$ cat src/rtl/mem_access_arbiter_if.sv
// mem_access_arbiter_if: requester, memory and status signals of the memory arbiter
interface mem_access_arbiter_if #(
  parameter int ADDR_W = 32,
  parameter int DATA_W = 32
);
  logic              d_read_i;
  logic              d_write_i;
  logic [ADDR_W-1:0] d_addr_i;
  logic [DATA_W-1:0] d_wdata_i;
  logic [DATA_W-1:0] d_rdata_o;
  logic              d_ack_o;
  logic              d_err_o;
  logic              f_req_i;
  logic [ADDR_W-1:0] f_addr_i;
  logic [DATA_W-1:0] f_rdata_o;
  logic              f_ack_o;
  logic              f_err_o;
  logic              m_req_o;
  logic              m_we_o;
  logic [ADDR_W-1:0] m_addr_o;
  logic [DATA_W-1:0] m_wdata_o;
  logic              m_gnt_i;
  logic              m_rvalid_i;
  logic [DATA_W-1:0] m_rdata_i;
  logic              busy_o;
  modport slave (
    input  d_read_i, d_write_i, d_addr_i, d_wdata_i, f_req_i, f_addr_i,
           m_gnt_i, m_rvalid_i, m_rdata_i,
    output d_rdata_o, d_ack_o, d_err_o, f_rdata_o, f_ack_o, f_err_o,
           m_req_o, m_we_o, m_addr_o, m_wdata_o, busy_o
  );
  modport master (
    output d_read_i, d_write_i, d_addr_i, d_wdata_i, f_req_i, f_addr_i,
           m_gnt_i, m_rvalid_i, m_rdata_i,
    input  d_rdata_o, d_ack_o, d_err_o, f_rdata_o, f_ack_o, f_err_o,
           m_req_o, m_we_o, m_addr_o, m_wdata_o, busy_o
  );
endinterface

$ cat src/rtl/mem_access_arbiter.sv
// mem_access_arbiter: shares one memory port between fetch and data requesters with fairness and timeout
module mem_access_arbiter #(
  parameter int ADDR_W          = 32,
  parameter int DATA_W          = 32,
  parameter int MAX_DATA_STREAK = 4,
  parameter int TIMEOUT         = 64
) (
  input logic                 clock,
  input logic                 reset,
  mem_access_arbiter_if.slave bus
);
  localparam int SW = $clog2(MAX_DATA_STREAK + 1);
  localparam int TW = $clog2(TIMEOUT + 1);
  typedef enum logic [1:0] {IDLE, REQ, RESP, DONE} state_t;
  state_t            state, state_nx;
  logic [SW-1:0]     streak;
  logic [TW-1:0]     timer;
  logic              own_f, own_we, err;
  logic [ADDR_W-1:0] own_addr;
  logic [DATA_W-1:0] own_wdata, d_rdata, f_rdata;
  logic              d_req, d_bad, f_win, grant, time_up;
  assign d_req   = bus.d_read_i | bus.d_write_i;
  assign d_bad   = bus.d_read_i & bus.d_write_i;
  assign f_win   = bus.f_req_i && (!d_req || streak == SW'(MAX_DATA_STREAK));
  assign grant   = state == IDLE && (f_win || d_req);
  assign time_up = timer == TW'(TIMEOUT - 1);
  // state register
  always_ff @(posedge clock or posedge reset)
    if (reset) state <= IDLE;
    else state <= state_nx;
  // next state: arbitration in IDLE, handshake progress or timeout elsewhere
  always_comb begin
    state_nx = IDLE;
    unique case (state)
      IDLE: state_nx = f_win ? REQ : d_req ? (d_bad ? DONE : REQ) : IDLE;
      REQ:  state_nx = bus.m_gnt_i ? RESP : time_up ? DONE : REQ;
      RESP: state_nx = bus.m_rvalid_i || time_up ? DONE : RESP;
      DONE: state_nx = IDLE;
    endcase
  end
  // owner latch, fairness streak, progress timer and completion data
  always_ff @(posedge clock or posedge reset)
    if (reset) begin
      streak    <= '0;
      timer     <= '0;
      own_f     <= 1'b0;
      own_we    <= 1'b0;
      err       <= 1'b0;
      own_addr  <= '0;
      own_wdata <= '0;
      d_rdata   <= '0;
      f_rdata   <= '0;
    end else begin
      if (grant) begin
        own_f     <= f_win;
        own_we    <= !f_win && bus.d_write_i;
        own_addr  <= f_win ? bus.f_addr_i : bus.d_addr_i;
        own_wdata <= f_win ? '0 : bus.d_wdata_i;
        err       <= !f_win && d_bad;
        streak    <= f_win || !bus.f_req_i ? '0 :
                     streak == SW'(MAX_DATA_STREAK) ? streak : streak + 1'b1;
      end
      timer <= (state == REQ || state == RESP) && state_nx == state ? timer + 1'b1 : '0;
      if ((state == REQ && !bus.m_gnt_i && time_up) || (state == RESP && !bus.m_rvalid_i && time_up))
        err <= 1'b1;
      if (state == RESP && bus.m_rvalid_i) begin
        if (own_f) f_rdata <= bus.m_rdata_i;
        else d_rdata <= bus.m_rdata_i;
      end
    end
  // outputs decoded from state and the owner register
  always_comb begin
    bus.m_req_o   = state == REQ;
    bus.m_we_o    = own_we;
    bus.m_addr_o  = own_addr;
    bus.m_wdata_o = own_wdata;
    bus.d_ack_o   = state == DONE && !own_f;
    bus.f_ack_o   = state == DONE && own_f;
    bus.d_err_o   = state == DONE && !own_f && err;
    bus.f_err_o   = state == DONE && own_f && err;
    bus.d_rdata_o = d_rdata;
    bus.f_rdata_o = f_rdata;
    bus.busy_o    = state != IDLE;
  end
endmodule

$ cat src/flat_wrapper.sv
// flat-port wrapper written by rule: the top's interface ports become plain ports
module mem_access_arbiter_flat 
#(
  parameter int ADDR_W          = 32,
  parameter int DATA_W          = 32,
  parameter int MAX_DATA_STREAK = 4,
  parameter int TIMEOUT         = 64
)
  (clock, reset, bus_d_read_i, bus_d_write_i, bus_d_addr_i, bus_d_wdata_i, bus_f_req_i, bus_f_addr_i, bus_m_gnt_i, bus_m_rvalid_i, bus_m_rdata_i, bus_d_rdata_o, bus_d_ack_o, bus_d_err_o, bus_f_rdata_o, bus_f_ack_o, bus_f_err_o, bus_m_req_o, bus_m_we_o, bus_m_addr_o, bus_m_wdata_o, bus_busy_o);
  mem_access_arbiter_if #(.ADDR_W(ADDR_W), .DATA_W(DATA_W)) bus_i ();
  input logic clock;
  input logic reset;
  input wire logic [$bits(bus_i.d_read_i)-1:0] bus_d_read_i;
  input wire logic [$bits(bus_i.d_write_i)-1:0] bus_d_write_i;
  input wire logic [$bits(bus_i.d_addr_i)-1:0] bus_d_addr_i;
  input wire logic [$bits(bus_i.d_wdata_i)-1:0] bus_d_wdata_i;
  input wire logic [$bits(bus_i.f_req_i)-1:0] bus_f_req_i;
  input wire logic [$bits(bus_i.f_addr_i)-1:0] bus_f_addr_i;
  input wire logic [$bits(bus_i.m_gnt_i)-1:0] bus_m_gnt_i;
  input wire logic [$bits(bus_i.m_rvalid_i)-1:0] bus_m_rvalid_i;
  input wire logic [$bits(bus_i.m_rdata_i)-1:0] bus_m_rdata_i;
  output wire logic [$bits(bus_i.d_rdata_o)-1:0] bus_d_rdata_o;
  output wire logic [$bits(bus_i.d_ack_o)-1:0] bus_d_ack_o;
  output wire logic [$bits(bus_i.d_err_o)-1:0] bus_d_err_o;
  output wire logic [$bits(bus_i.f_rdata_o)-1:0] bus_f_rdata_o;
  output wire logic [$bits(bus_i.f_ack_o)-1:0] bus_f_ack_o;
  output wire logic [$bits(bus_i.f_err_o)-1:0] bus_f_err_o;
  output wire logic [$bits(bus_i.m_req_o)-1:0] bus_m_req_o;
  output wire logic [$bits(bus_i.m_we_o)-1:0] bus_m_we_o;
  output wire logic [$bits(bus_i.m_addr_o)-1:0] bus_m_addr_o;
  output wire logic [$bits(bus_i.m_wdata_o)-1:0] bus_m_wdata_o;
  output wire logic [$bits(bus_i.busy_o)-1:0] bus_busy_o;
  assign bus_i.d_read_i = bus_d_read_i;
  assign bus_i.d_write_i = bus_d_write_i;
  assign bus_i.d_addr_i = bus_d_addr_i;
  assign bus_i.d_wdata_i = bus_d_wdata_i;
  assign bus_i.f_req_i = bus_f_req_i;
  assign bus_i.f_addr_i = bus_f_addr_i;
  assign bus_i.m_gnt_i = bus_m_gnt_i;
  assign bus_i.m_rvalid_i = bus_m_rvalid_i;
  assign bus_i.m_rdata_i = bus_m_rdata_i;
  assign bus_d_rdata_o = bus_i.d_rdata_o;
  assign bus_d_ack_o = bus_i.d_ack_o;
  assign bus_d_err_o = bus_i.d_err_o;
  assign bus_f_rdata_o = bus_i.f_rdata_o;
  assign bus_f_ack_o = bus_i.f_ack_o;
  assign bus_f_err_o = bus_i.f_err_o;
  assign bus_m_req_o = bus_i.m_req_o;
  assign bus_m_we_o = bus_i.m_we_o;
  assign bus_m_addr_o = bus_i.m_addr_o;
  assign bus_m_wdata_o = bus_i.m_wdata_o;
  assign bus_busy_o = bus_i.busy_o;
  mem_access_arbiter #(.ADDR_W(ADDR_W), .DATA_W(DATA_W), .MAX_DATA_STREAK(MAX_DATA_STREAK), .TIMEOUT(TIMEOUT)) u_core (.clock(clock), .reset(reset), .bus(bus_i));
endmodule
$ cat config.mk
export PLATFORM = sky130hd
export DESIGN_NAME = mem_access_arbiter_flat
export DESIGN_NICKNAME = d
export VERILOG_FILES = /design/src/rtl/mem_access_arbiter_if.sv /design/src/rtl/mem_access_arbiter.sv /design/src/flat_wrapper.sv
export SDC_FILE = /design/constraint.sdc
export NUM_CORES = 1
export LEC_CHECK = 0
export CORE_MARGIN = 2
export CORE_UTILIZATION = 45
export CTS_CLUSTER_SIZE = 16
export DETAILED_ROUTE_END_ITERATION = 12
export PLACE_DENSITY = 0.87
export REMOVE_ABC_BUFFERS = 1
export SLEW_MARGIN = 25
export SYNTH_ARGS = -nofsm -noshare
export SYNTH_HDL_FRONTEND = slang
export SYNTH_SLANG_ARGS = --single-unit
$ cat constraint.sdc
create_clock -name clock -period 8.45 [get_ports clock]
set_clock_uncertainty 0.1 [all_clocks]
set_input_delay 1.2675 -clock clock [delete_from_list [all_inputs] [get_ports clock]]
set_output_delay 1.2675 -clock clock [all_outputs]
set_load 0.05 [all_outputs]
==> results.json, run 1 <==
{
  "port_buffers": 269,
  "fillCellCount": 813,
  "syn_area_per_cell_um2": 13.4,
  "final_common_cell": "clkdlybuf4s50_1",
  "fin_crit_sh": 0.446,
  "finalPower_mw": 4.36,
  "via_per_inst": 5.14,
  "hpwl_um": 11600,
  "rsz0062_at_grt": "no",
  "cp_max_fo": 79,
  "place_congestion": 0.876,
  "worst_slack_ns": 4.68,
  "grt_overflow": 0,
  "drive_gt1_frac": 0.154,
  "yosys_register_bits": 143,
  "critPathBufInv": 3,
  "path_clk_slew_ns": 0.06,
  "clk_latency_ns": 0.40,
  "p_per_area_nw_per_um2": 471,
  "cp_cell_sequence": "clkdlybuf4s50_1, o31ai_4, buf_4, a21oi_2, buf_4, a22o_1",
  "slew_viol_final": 0,
  "post-place-ws_ns": 4.26,
  "final_core_util": 0.736,
  "die_area_um2": 13800,
  "ir_drop_v": 0.000382,
  "drc": 0,
  "crit_slowest_cell": "o31ai_4",
  "setup_tns_ns": 0,
  "finalHoldViolations": 0,
  "root_buffer": "clkbuf_16",
  "yosysWarnings": 0,
  "drt_first_pass_iters": 4,
  "netlist_instances": 432,
  "crit_top_cell": "buf_4",
  "cp.arrival_ns": 3.95,
  "track_usage": 0.234,
  "final_area_um2": 9260,
  "wirelength_um": 15700,
  "core_area_um2": 12600,
  "hold_class": "reg -> reg",
  "worstSetupPathType": "in -> reg",
  "fmax_mhz": 265,
  "cts_setup_buffers": 0,
  "cts.sink_count": 143,
  "synth-main-ff-cell": "dfrtp_1",
  "grt_pass1_vias": 4897,
  "row_count": 41,
  "cts_made_buffers": 17,
  "crit_path_end_kind": "flop",
  "drtIter0Drc": 266,
  "yosysSeqAreaShare": 0.619,
  "required_ns": 8.63,
  "final.min_clock_period_ns": 3.77,
  "area_growth_pct": 60.0,
  "final_cells": 886,
  "diodes": 0,
  "grt_pass1_wl_um": 25500,
  "start_util": 0.460,
  "cap_violations": 0,
  "timing.hold.ws_ns": 0.373,
  "dp_cells": 854,
  "final-setup-viol-count": 0,
  "ys_types": 36,
  "cts_tree": "built",
  "cp-start-kind": "input port",
  "slew_headroom": 0.324,
  "cts_resized": 0,
  "p_leak_nw": 4.17,
  "io_pins": 270,
  "routedWlPerCell_um": 17.7,
  "grt_max_degree": 80,
  "route.vias.total": 4557,
  "layout.nets": 843,
  "async_flop_share": 1.00,
  "ant_nets": 0,
  "outcome": "completed",
  "critPathTopFamily": "buffers and inverters",
  "layout_common_cells": "269 x clkdlybuf4s50_1, 143 x dfrtp_1, 64 x mux2_2, 41 x nand2_1, 39 x o21ai_0",
  "max_stage_delay_ns": 0.87,
  "clockBufferDepth": 2,
  "die_y_um": 117,
  "dieWidth_um": 117,
  "antenna_found_initial": 0,
  "h-tree-depth": 4,
  "dpl_cell_area_um2": 8660,
  "synth.cell_area_um2": 5790,
  "synth_edf_count": 0,
  "hold_buffers": 0,
  "tightest_slew_ns": 1.01
}
==> report_power, final <==
part           switching (mW)  internal, mW  leakage [nW]  total [mW]
Combinational            1.59         0.839          2.09        2.43
Sequential              0.184          1.00          1.80        1.19
Clock                   0.282         0.462         0.284       0.745
==> kinds of logic after synthesis <==
logic type / share of synthesized area
buffers and inverters: 0.0227
XOR/XNOR: 0.0104
AO/OA/AOI/OAI: 0.101
multiplexers: 0.180
flip-flops: 0.619
adder cells (fa/ha/maj): 0.0151
AND/OR/NAND/NOR: 0.0523
==> sequential cells by signal, indices dropped and copies added (netlist names) <==
register / count
u_core.streak: 3
u_core.bus.f_rdata_o: 32
u_core.timer: 7
u_core.state: 2
u_core.bus.d_rdata_o: 32
u_core.bus.m_wdata_o: 32
u_core.own_f: 1
u_core.bus.m_we_o: 1
u_core.bus.m_addr_o: 32
u_core.err: 1
==> cells in the mapped netlist, drive strengths merged (2+ instances only) <==
master / number / share of area
mux2: 64 / 0.12
nand3: 4 / 0.0043
xnor2: 4 / 0.0074
nor2: 2 / 0.0013
xor2: 2 / 0.0030
buf: 12 / 0.0091
nor4: 5 / 0.0054
nand2: 42 / 0.027
clkbuf: 12 / 0.0078
nand2b: 2 / 0.0022
mux2i: 32 / 0.055
o21ai: 39 / 0.034
ha: 7 / 0.015
a21oi: 2 / 0.0017
and3: 2 / 0.0022
inv: 9 / 0.0058
a22o: 33 / 0.050
dfrtp: 143 / 0.62
nor3: 2 / 0.0017
==> metal layers <==
layer  vias up  part of all wire  GRT usage  wire [µm]
li1       2086                 -          -          -
met1      2207              0.39      0.279       6090
met2       236              0.49      0.386       7760
met3        28             0.087     0.0837       1360
met4         0             0.030     0.0964        475
met5         -                 0          0          0
==> path summary, 6_finish.rpt <==
kind	from	slack, ns	cells after the start	endpoint
min	u_core.timer[0]	0.37	1	u_core.timer[0]
max reg2reg	u_core.state[1]	5.86	7	u_core.bus.m_wdata_o[1]
min reg2reg	u_core.timer[0]	0.37	1	u_core.timer[0]
min in group asynchronous	reset	1.22	2	u_core.bus.d_rdata_o[7]
max in group asynchronous	reset	5.67	3	u_core.bus.m_addr_o[14]
max	bus_f_req_i	4.68	6	u_core.bus.m_wdata_o[1]
==> layout make-up <==
cell class | instances | area, µm² | share of cell area
clock buffer | 17 | 425 | 0.0460
inverter | 9 | 38.8 | 0.00419
tap | 172 | 215 | 0.0233
timing repair buffer | 274 | 2730 | 0.295
multi-input combinational | 256 | 2100 | 0.226
sequential | 143 | 3580 | 0.387
clock inverter | 15 | 171 | 0.0185
No activity file was read; power rests on OpenSTA's default activity.
==> inputs of run 2 (changes only) <==
CORE_UTILIZATION = 41   (was 45)
PLACE_DENSITY = 0.8   (was 0.87)
clock period = 3.94 ns   (was 8.45 ns; I/O delays follow)
==> run 2 against run 1 <==
  * First-iteration DRC count shrank 28%
  * Worst hold slack gained 0.0013 ns
  * Non-clock buffer count grew 1
==> results.json, run 2 (synthesized netlist as in run 1, its figures left out) <==
{
  "outcome": "completed",
  "grt_max_degree": 92,
  "slew_headroom": 0.305,
  "p_per_area_nw_per_um2": 1010,
  "area_growth_pct": 61.3,
  "fmax_mhz": 334,
  "die_area_um2": 15100,
  "required_ns": 3.25,
  "final_common_cell": "clkdlybuf4s50_1",
  "root_buffer": "clkbuf_16",
  "layout.nets": 844,
  "clk_latency_ns": 0.40,
  "h-tree-depth": 4,
  "clockBufferDepth": 2,
  "routedWlPerCell_um": 17.0,
  "tightest_slew_ns": 1.04,
  "diodes": 0,
  "fin_crit_sh": 0.760,
  "port_buffers": 269,
  "finalHoldViolations": 0,
  "slew_viol_final": 0,
  "grt_pass1_wl_um": 23100,
  "cp_max_fo": 7,
  "rr_worst_depth": 7,
  "via_per_inst": 5.04,
  "final-setup-viol-count": 0,
  "r2r_slack_ns": 1.44,
  "antenna_found_initial": 0,
  "rsz0062_at_grt": "no",
  "io_pins": 270,
  "drt_first_pass_iters": 5,
  "r2r_end": "u_core.timer[2]",
  "final.min_clock_period_ns": 2.99,
  "drive_gt1_frac": 0.153,
  "grt_overflow": 0,
  "place_congestion": 0.815,
  "crit_path_end_kind": "output port",
  "route.vias.total": 4508,
  "cts_made_buffers": 17,
  "drtIter0Drc": 192,
  "ir_drop_v": 0.000534,
  "row_count": 43,
  "hold_buffers": 0,
  "core_area_um2": 13800,
  "dieWidth_um": 123,
  "cp.arrival_ns": 2.30,
  "ant_nets": 0,
  "dp_cells": 863,
  "worstSetupPathType": "reg -> out",
  "cts_tree": "built",
  "timing.rr.start": "u_core.state[1]",
  "cts.sink_count": 143,
  "hpwl_um": 11200,
  "hold-path-endpoint": "u_core.timer[0]",
  "layout_common_cells": "269 x clkdlybuf4s50_1, 143 x dfrtp_1, 64 x mux2_2, 41 x nand2_1, 39 x o21ai_0",
  "grt_pass1_vias": 4626,
  "drc": 0,
  "dpl_cell_area_um2": 8700,
  "cts_resized": 0,
  "holdPathStages": 1,
  "final_area_um2": 9330,
  "cp-start-kind": "flop",
  "cts_setup_buffers": 0,
  "hold_class": "reg -> reg",
  "path_clk_slew_ns": 0.06,
  "hold_start": "u_core.timer[0]",
  "start_util": 0.418,
  "die_y_um": 123,
  "cap_violations": 0,
  "wirelength_um": 15200,
  "p_leak_nw": 4.21,
  "final_cells": 894,
  "track_usage": 0.201
}
-- run 2: changes by cell type in the layout (fill, tap and decap cells not counted), moves of 2 or more --
cell,before,now
clkbuf_8,0,3
clkinv_4,3,0
buf_12,0,2
clkinv_2,5,3
clkinvlp_4,4,2
-- run 2: final cells by class --
| cell class | count | area [µm²] |
|---|---|---|
| fill | 970 | 4500 |
| multi-input combinational | 256 | 2100 |
| clock buffer | 21 | 470 |
| inverter | 9 | 38.8 |
| tap | 180 | 225 |
| timing repair buffer | 275 | 2760 |
| clock inverter | 10 | 159 |
| sequential | 143 | 3580 |
-- run 2: power by group --
part           switching, mW  internal (mW)  total, mW  leakage, nW
Combinational           3.37           1.82       5.19         2.10
Sequential             0.381           2.15       2.53         1.80
Clock                  0.583           1.11       1.69        0.305
-- run 2: worst max-delay path, cell delays in order (launching register included) --
cell and delay (ns):
dfrtp_1 0.40, inv_1 0.14, ha_1 0.44, inv_1 0.17, clkdlybuf4s50_1 0.74
-- run 2: layer usage --
metal,routed length [µm],vias up,track usage,share of wire
li1,-,2089,-,-
met4,228,0,0.0783,0.015
met1,5980,2188,0.233,0.39
met2,7530,211,0.341,0.50
met3,1440,20,0.0702,0.095
met5,0,-,0,0
-- run 2: metrics by stage --
stage / utilization / hold slack [ns] / setup slack [ns] / power, mW / setup TNS [ns]
after global placement: 0.629 / 0.348 / 1.01 / 7.65 / 0
after CTS: 0.675 / 0.374 / 0.905 / 9.49 / 0
after detailed placement: 0.629 / 0.359 / 0.872 / 7.76 / 0
after global routing: 0.675 / 0.401 / 0.854 / 9.84 / 0
after floorplan: - / 0.335 / -4.70 / 5.91 / -337.35
final: 0.675 / 0.375 / 0.945 / 9.40 / 0
-- run 2: how the worst max path moves through the flow --
stage	start	end	slack (ns)	depth (start not counted)
after floorplan	bus_f_req_i	u_core.bus.m_wdata_o[0]	-4.70	3
after global placement	bus_d_write_i	u_core.bus.m_addr_o[11]	1.01	5
after detailed placement	bus_d_write_i	u_core.bus.m_addr_o[0]	0.87	5
after CTS	u_core.state[1]	bus_busy_o	0.91	4
after global routing	u_core.state[1]	bus_busy_o	0.85	4
final	u_core.state[1]	bus_busy_o	0.95	4
